==> config.mk <==
export PLATFORM = sky130hd
export DESIGN_NAME = axi_read_lane_bridge_flat
export DESIGN_NICKNAME = d
export VERILOG_FILES = /design/src/rtl/axi_read_lane_bridge_if.sv /design/src/rtl/axi_read_lane_bridge.sv /design/src/flat_wrapper.sv
export SDC_FILE = /design/constraint.sdc
export NUM_CORES = 1
export LEC_CHECK = 0
export BUFFER_PORTS_ARGS = -buffer_cell sky130_fd_sc_hd__buf_2
export CORE_ASPECT_RATIO = 1.1
export CORE_MARGIN = 3
export CORE_UTILIZATION = 34
export CTS_CLUSTER_DIAMETER = 80
export DETAILED_ROUTE_END_ITERATION = 8
export SLEW_MARGIN = 20
export SYNTH_ARGS = -nofsm -noshare
export SYNTH_HDL_FRONTEND = slang
export SYNTH_SLANG_ARGS = --single-unit
==> constraint.sdc <==
create_clock -name clk -period 3.31 [get_ports clk]
set_clock_uncertainty 0.1 [all_clocks]
set_input_delay 0.4965 -clock clk [delete_from_list [all_inputs] [get_ports clk]]
set_output_delay 0.4965 -clock clk [all_outputs]
set_load 0.02 [all_outputs]
==> src/rtl/axi_read_lane_bridge_if.sv <==
// ---------------------------------------------------------------------------
// axi_read_lane_bridge_if
// AXI read-channel bundle (AR + R) used on both sides of axi_read_lane_bridge.
// The upstream side uses a 32-bit instance and the downstream side a 64-bit one.
//
// Handshake rule for both channels: a beat transfers on a rising clock edge
// where valid and ready are both 1. Once valid is raised, it and its payload
// stay stable until that transfer. Ready may change freely.
//
// Signals:
//   arvalid/arready, araddr[ADDR_W], arid[ID_W], arsize[3], arlen[8], arburst[2]
//   rvalid/rready, rdata[DATA_W], rresp[2], rlast, rid[ID_W]
// Modports:
//   master : drives AR and rready; receives arready and the R payload
//   slave  : the reverse view
// ---------------------------------------------------------------------------
interface axi_read_lane_bridge_if #(
   parameter int ID_W   = 4,
   parameter int ADDR_W = 32,
   parameter int DATA_W = 32
);
   logic              arvalid;
   logic              arready;
   logic [ADDR_W-1:0] araddr;
   logic [ID_W-1:0]   arid;
   logic [2:0]        arsize;
   logic [7:0]        arlen;
   logic [1:0]        arburst;
   logic              rvalid;
   logic              rready;
   logic [DATA_W-1:0] rdata;
   logic [1:0]        rresp;
   logic              rlast;
   logic [ID_W-1:0]   rid;

   modport master (
      output arvalid, araddr, arid, arsize, arlen, arburst, rready,
      input  arready, rvalid, rdata, rresp, rlast, rid
   );

   modport slave (
      input  arvalid, araddr, arid, arsize, arlen, arburst, rready,
      output arready, rvalid, rdata, rresp, rlast, rid
   );
endinterface

==> src/rtl/axi_read_lane_bridge.sv <==
// ---------------------------------------------------------------------------
// axi_read_lane_bridge
// Single-outstanding read bridge from the core's 32-bit AXI arbiter to the
// 64-bit io_master read port. A legal request (arsize <= 2, address aligned
// to its size) is forwarded as a single INCR beat. The 32-bit lane of the
// first returned beat is selected by address bit 2. Illegal requests are
// answered locally with ERR_RESP and never reach the downstream port.
//
// Ports:
//   clk        core clock
//   rst        synchronous reset, active-low
//   s          upstream slave side (32-bit data)
//   m          downstream master side (64-bit data)
//   state_dbg  current FSM state (IDLE=0, ISSUE=1, WAIT=2, RESP=3)
// ---------------------------------------------------------------------------
module axi_read_lane_bridge #(
   parameter int         ID_W     = 4,
   parameter int         ADDR_W   = 32,
   parameter logic [1:0] ERR_RESP = 2'b10
) (
   input  logic                          clk,
   input  logic                          rst,
   axi_read_lane_bridge_if.slave         s,
   axi_read_lane_bridge_if.master        m,
   output logic [1:0]                    state_dbg
);

   typedef enum logic [1:0] {
      IDLE  = 2'd0,
      ISSUE = 2'd1,
      WAIT  = 2'd2,
      RESP  = 2'd3
   } state_t;

   state_t state;
   logic   got_beat;   // first R beat already captured; later beats only drain
   logic   req_legal;

   // Size must fit one 32-bit lane and the address must be naturally aligned.
   always_comb begin
      req_legal = 1'b0;
      case (s.arsize)
         3'd0:    req_legal = 1'b1;
         3'd1:    req_legal = ~s.araddr[0];
         3'd2:    req_legal = (s.araddr[1:0] == 2'b00);
         default: req_legal = 1'b0;
      endcase
   end

   assign m.arlen   = 8'd0;
   assign m.arburst = 2'b01;
   assign state_dbg = state;

   // Inputs intentionally ignored: the downstream ID and the upstream burst
   // fields (every request is treated as a single beat).
   logic unused_inputs;
   assign unused_inputs = ^{m.rid, s.arlen, s.arburst};

   always_ff @(posedge clk) begin
      if (!rst) begin
         state     <= IDLE;
         got_beat  <= 1'b0;
         s.arready <= 1'b0;
         s.rvalid  <= 1'b0;
         s.rlast   <= 1'b0;
         s.rdata   <= '0;
         s.rresp   <= 2'b00;
         s.rid     <= '0;
         m.arvalid <= 1'b0;
         m.rready  <= 1'b0;
         m.araddr  <= '0;
         m.arid    <= '0;
         m.arsize  <= 3'd0;
      end else begin
         case (state)
            IDLE: begin
               s.arready <= 1'b1;
               if (s.arready && s.arvalid) begin
                  s.arready <= 1'b0;
                  m.araddr  <= s.araddr;
                  m.arid    <= s.arid;
                  m.arsize  <= s.arsize;
                  s.rid     <= s.arid;
                  got_beat  <= 1'b0;
                  if (req_legal) begin
                     m.arvalid <= 1'b1;
                     state     <= ISSUE;
                  end else begin
                     s.rdata  <= '0;
                     s.rresp  <= ERR_RESP;
                     s.rvalid <= 1'b1;
                     s.rlast  <= 1'b1;
                     state    <= RESP;
                  end
               end
            end

            ISSUE: begin
               if (m.arready) begin
                  m.arvalid <= 1'b0;
                  m.rready  <= 1'b1;
                  state     <= WAIT;
               end
            end

            // m.rready is 1 throughout WAIT, so m.rvalid alone marks a beat.
            WAIT: begin
               if (m.rvalid) begin
                  if (!got_beat) begin
                     s.rdata  <= m.araddr[2] ? m.rdata[63:32] : m.rdata[31:0];
                     s.rresp  <= m.rresp;
                     got_beat <= 1'b1;
                  end
                  if (m.rlast) begin
                     m.rready <= 1'b0;
                     s.rvalid <= 1'b1;
                     s.rlast  <= 1'b1;
                     state    <= RESP;
                  end
               end
            end

            RESP: begin
               if (s.rready) begin
                  s.rvalid  <= 1'b0;
                  s.rlast   <= 1'b0;
                  s.arready <= 1'b1;
                  state     <= IDLE;
               end
            end

            default: state <= IDLE;
         endcase
      end
   end

endmodule

==> src/flat_wrapper.sv <==
// flat-port wrapper written by rule: the top's interface ports become plain ports
module axi_read_lane_bridge_flat 
#(
   parameter int         ID_W     = 4,
   parameter int         ADDR_W   = 32,
   parameter logic [1:0] ERR_RESP = 2'b10
)
  (clk, rst, state_dbg, s_arvalid, s_araddr, s_arid, s_arsize, s_arlen, s_arburst, s_rready, s_arready, s_rvalid, s_rdata, s_rresp, s_rlast, s_rid, m_arvalid, m_araddr, m_arid, m_arsize, m_arlen, m_arburst, m_rready, m_arready, m_rvalid, m_rdata, m_rresp, m_rlast, m_rid);
  axi_read_lane_bridge_if #(.ID_W(ID_W), .ADDR_W(ADDR_W), .DATA_W(32)) s_i ();
  axi_read_lane_bridge_if #(.ID_W(ID_W), .ADDR_W(ADDR_W), .DATA_W(64)) m_i ();
  input  logic clk;
  input  logic rst;
  output logic [1:0] state_dbg;
  input wire logic [$bits(s_i.arvalid)-1:0] s_arvalid;
  input wire logic [$bits(s_i.araddr)-1:0] s_araddr;
  input wire logic [$bits(s_i.arid)-1:0] s_arid;
  input wire logic [$bits(s_i.arsize)-1:0] s_arsize;
  input wire logic [$bits(s_i.arlen)-1:0] s_arlen;
  input wire logic [$bits(s_i.arburst)-1:0] s_arburst;
  input wire logic [$bits(s_i.rready)-1:0] s_rready;
  output wire logic [$bits(s_i.arready)-1:0] s_arready;
  output wire logic [$bits(s_i.rvalid)-1:0] s_rvalid;
  output wire logic [$bits(s_i.rdata)-1:0] s_rdata;
  output wire logic [$bits(s_i.rresp)-1:0] s_rresp;
  output wire logic [$bits(s_i.rlast)-1:0] s_rlast;
  output wire logic [$bits(s_i.rid)-1:0] s_rid;
  output wire logic [$bits(m_i.arvalid)-1:0] m_arvalid;
  output wire logic [$bits(m_i.araddr)-1:0] m_araddr;
  output wire logic [$bits(m_i.arid)-1:0] m_arid;
  output wire logic [$bits(m_i.arsize)-1:0] m_arsize;
  output wire logic [$bits(m_i.arlen)-1:0] m_arlen;
  output wire logic [$bits(m_i.arburst)-1:0] m_arburst;
  output wire logic [$bits(m_i.rready)-1:0] m_rready;
  input wire logic [$bits(m_i.arready)-1:0] m_arready;
  input wire logic [$bits(m_i.rvalid)-1:0] m_rvalid;
  input wire logic [$bits(m_i.rdata)-1:0] m_rdata;
  input wire logic [$bits(m_i.rresp)-1:0] m_rresp;
  input wire logic [$bits(m_i.rlast)-1:0] m_rlast;
  input wire logic [$bits(m_i.rid)-1:0] m_rid;
  assign s_i.arvalid = s_arvalid;
  assign s_i.araddr = s_araddr;
  assign s_i.arid = s_arid;
  assign s_i.arsize = s_arsize;
  assign s_i.arlen = s_arlen;
  assign s_i.arburst = s_arburst;
  assign s_i.rready = s_rready;
  assign s_arready = s_i.arready;
  assign s_rvalid = s_i.rvalid;
  assign s_rdata = s_i.rdata;
  assign s_rresp = s_i.rresp;
  assign s_rlast = s_i.rlast;
  assign s_rid = s_i.rid;
  assign m_arvalid = m_i.arvalid;
  assign m_araddr = m_i.araddr;
  assign m_arid = m_i.arid;
  assign m_arsize = m_i.arsize;
  assign m_arlen = m_i.arlen;
  assign m_arburst = m_i.arburst;
  assign m_rready = m_i.rready;
  assign m_i.arready = m_arready;
  assign m_i.rvalid = m_rvalid;
  assign m_i.rdata = m_rdata;
  assign m_i.rresp = m_rresp;
  assign m_i.rlast = m_rlast;
  assign m_i.rid = m_rid;
  axi_read_lane_bridge #(.ID_W(ID_W), .ADDR_W(ADDR_W), .ERR_RESP(ERR_RESP)) u_core (.clk(clk), .rst(rst), .s(s_i), .m(m_i), .state_dbg(state_dbg));
endmodule
==> metrics <==
TritonCTS clock tree=yes; Cell Area, Synth=roughly 3800 um2; total CTS buffers=9; Num Clock Sinks=80; diodes inserted=0; R2R setup slack=roughly 0.81 ns; WL per Instance=between 10 and 15 um; first-pass GRT wire length=roughly 15000 um; fmax=~400 MHz; H-tree levels=3; crit path cell chain=inv_1 > ha_1 > and2b_4 > o21ai_4 > o2111ai_4 > buf_4 > mux2i_1; RSZ-0062 raised after global routing=false; clock-pin slew on the worst setup and hold paths=0.06 ns; Layout Cells excl Fill=752; HP Class=primary input to flop; Die Height=about 120 um; mean post-synth cell area=8.905 um2; Post-Route WL=slightly below 10000 um; pre-CTS WS=~0.77 ns; largest net degree at the start of global routing=52; Synth warnings=0; TNS Setup=0 ns; placer congestion estimate=0.8208; Slew Limit Fails=0; sequential area share after synthesis=a little over two fifths; # hold bufs at CTS=0; worst hold path stage count=3; hpwl dp=~7300 um; power per cell area=about 650 nW/um2; Worst setup EP type=flop; Slew headroom=32.13%; Cells after Synth=about 430; Final Power=~3.3 mW; drt drc=0; Tmin final=2.496 ns; GR Overflow Total=0; synth unique cells=36; worst stage delay on the critical path=0.56 ns; total track usage=about 15%; Die Width=~110 um; Placed Instances=736; clock buffer depth=2; clock latency on the worst-skew pair=approximately 0.32 ns; nets=between 700 and 800; Cell Rows=39; Setup Crit Path Kind=flop to flop; Syn-to-layout area delta=32.31%; status=complete, no violations; hold path startpoint=s_araddr[6]; Leak=approximately 2.5 nW; Initial Util=35.74%; final count of hold timing violations=0; Post-CTS Resized=0; Area after DPL=roughly 4800 um2; Worst-Margin Slew=roughly 1.0 ns; die area=roughly 12000 um2; core area=~11000 um2; Ports=220; share of cells above drive strength 1=41.71%; most common cell after layout, fill and taps aside=buf_2; Final Cell Area=5031 um2; routed vias=around 3400; R2R Path End=u_core.s.rdata[13]$_SDFFE_PN0P_; Worst Path Arrival=2.61 ns; initial antenna violation count=0; number of routed nets with antenna violations=0; Final Util=47.29%; worst vdd ir=between 0.2 and 0.3 mV; number of global-route vias before repair=3190; CP max stage cell=o2111ai_4; postcts setup bufs=0; worst r2r path cells=7; initial DRC count=about 100; setup ws final=0.8140 ns; flops & latches, synth=80; Detailed Routing Iterations Pass 1=4; Final Setup Violations=0; clock tree root buffer cell=clkbuf_16; Max Cap Viol=0; PortBufs=just under 200; most frequent cells in the layout=buf_2 (195), nand2_1 (149), dfxtp_1 (80); WHS=just over 0.3 ns; Fill cells=~1100; worst-path maximum fanout=23; period utilization=roughly three quarters; CP Launch Type=flop; hold endpoint=u_core.m.araddr[6]$_SDFFE_PN0P_; Worst EP required=3.42 ns; vias per cell=about 4.5; Worst R2R Start=u_core.state_dbg[0]$_SDFFE_PN0P_
## logic make-up (layout without fill, tap and decap cells)
group | after synthesis | in the layout | synth area share (%)
adder cells (fa/ha/maj) | 4 | 4 | 1.316
flip-flops | 80 | 80 | 42.12
AO/OA/AOI/OAI | 59 | 59 | 12.34
AND/OR/NAND/NOR | 166 | 166 | 17.21
multiplexers | 67 | 67 | 18.69
other | 2 | 10 | 0.1975
buffers and inverters | 49 | 223 | 8.128
## cell type report
class	count	area, um2	share of cell area [%]
tap	143	178.9	3.556
sequential	80	1602	31.83
timing repair buffer	202	1028	20.44
inverter	5	18.77	0.3730
clock buffer	13	250.2	4.974
clock inverter	3	17.52	0.3482
multi-input combinational	306	1936	38.47
## power breakdown
group	switching, mW	internal, mW
combinational	0.719	0.491
clock	0.367	0.526
sequential	0.0765	1.10
## worst max path at each step
stage	startpoint	end	slack (ns)	depth (start not counted)
floorplan	u_core.state_dbg[0]$_SDFFE_PN0P_	u_core.s.rresp[1]$_SDFFE_PN0P_	1.40	8
global placement	u_core.state_dbg[0]$_SDFFE_PN0P_	u_core.s.rdata[19]$_SDFFE_PN0P_	0.83	7
detailed placement	u_core.state_dbg[1]$_SDFFE_PN0P_	u_core.s.rdata[19]$_SDFFE_PN0P_	0.77	7
CTS	u_core.state_dbg[1]$_SDFFE_PN0P_	u_core.s.rdata[13]$_SDFFE_PN0P_	0.76	7
global route	u_core.state_dbg[0]$_SDFFE_PN0P_	u_core.s.rdata[21]$_SDFFE_PN0P_	0.61	5
finish	u_core.state_dbg[0]$_SDFFE_PN0P_	u_core.s.rdata[13]$_SDFFE_PN0P_	0.81	7
## sequential cells by signal, indices dropped and copies added (netlist names)
register / flops
u_core.s.rlast: 1
u_core.s.rdata: 32
u_core.got_beat: 1
u_core.m.araddr: 32
u_core.m.arsize: 3
u_core.s.arready: 1
u_core.state_dbg: 2
u_core.m.arvalid: 1
u_core.s.rresp: 2
u_core.m.rready: 1
u_core.m.arid: 4
## per-layer routing
metal	GRT usage [%]	share of wire, %	up-vias
met2	26.91	50	111
met3	3.620	7.7	15
met4	6.991	2.1	0
met1	17.03	40	1525
met5	0	0	-
li1	-	-	1729
## synth_stat cells
master     instances  area (um2)
a31o_1             1       8.760
conb_1             2       7.510
nand2_1          149       559.3
mux2i_1           35       350.3
clkbuf_1          17       63.81
nand2b_1           1       6.260
o21ai_4            1       16.27
inv_1              4       15.01
o2111ai_2          1       15.01
nor3_1             1       5.000
mux2_2            32       360.4
nor2b_1            2       12.51
and2b_4            1       10.01
dfxtp_1           80        1602
and3_1             1       6.260
inv_2              1       3.750
o2111ai_1          1       8.760
buf_6              1       11.26
and2_1             1       6.260
o211a_1            1       10.01
a2111oi_4          1       27.53
nand4_1            1       6.260
ha_1               4       50.05
o21ai_0            4       20.02
o221a_1            1       11.26
buf_12             3       60.06
nor3b_1            1       7.510
a21oi_1            4       20.02
nand3_1            4       20.02
nor2_1             4       15.01
a21boi_2           1       11.26
o21ai_1            1       5.000
a21boi_1          40       300.3
a21boi_0           2       15.01
buf_4             16       120.1
buf_2              7       35.03
## critical path: cells and delay by family (launching register included)
family                     cells  cell delay, ns
AOI/OAI and AO/OA              2            0.66
buffers and inverters          2            0.52
DFF                            1            0.40
adders and majority gates      1            0.33
and+or+nand+nor                1            0.23
muxes                          1            0.14
Note: power is estimated with default switching activity, not from simulation.
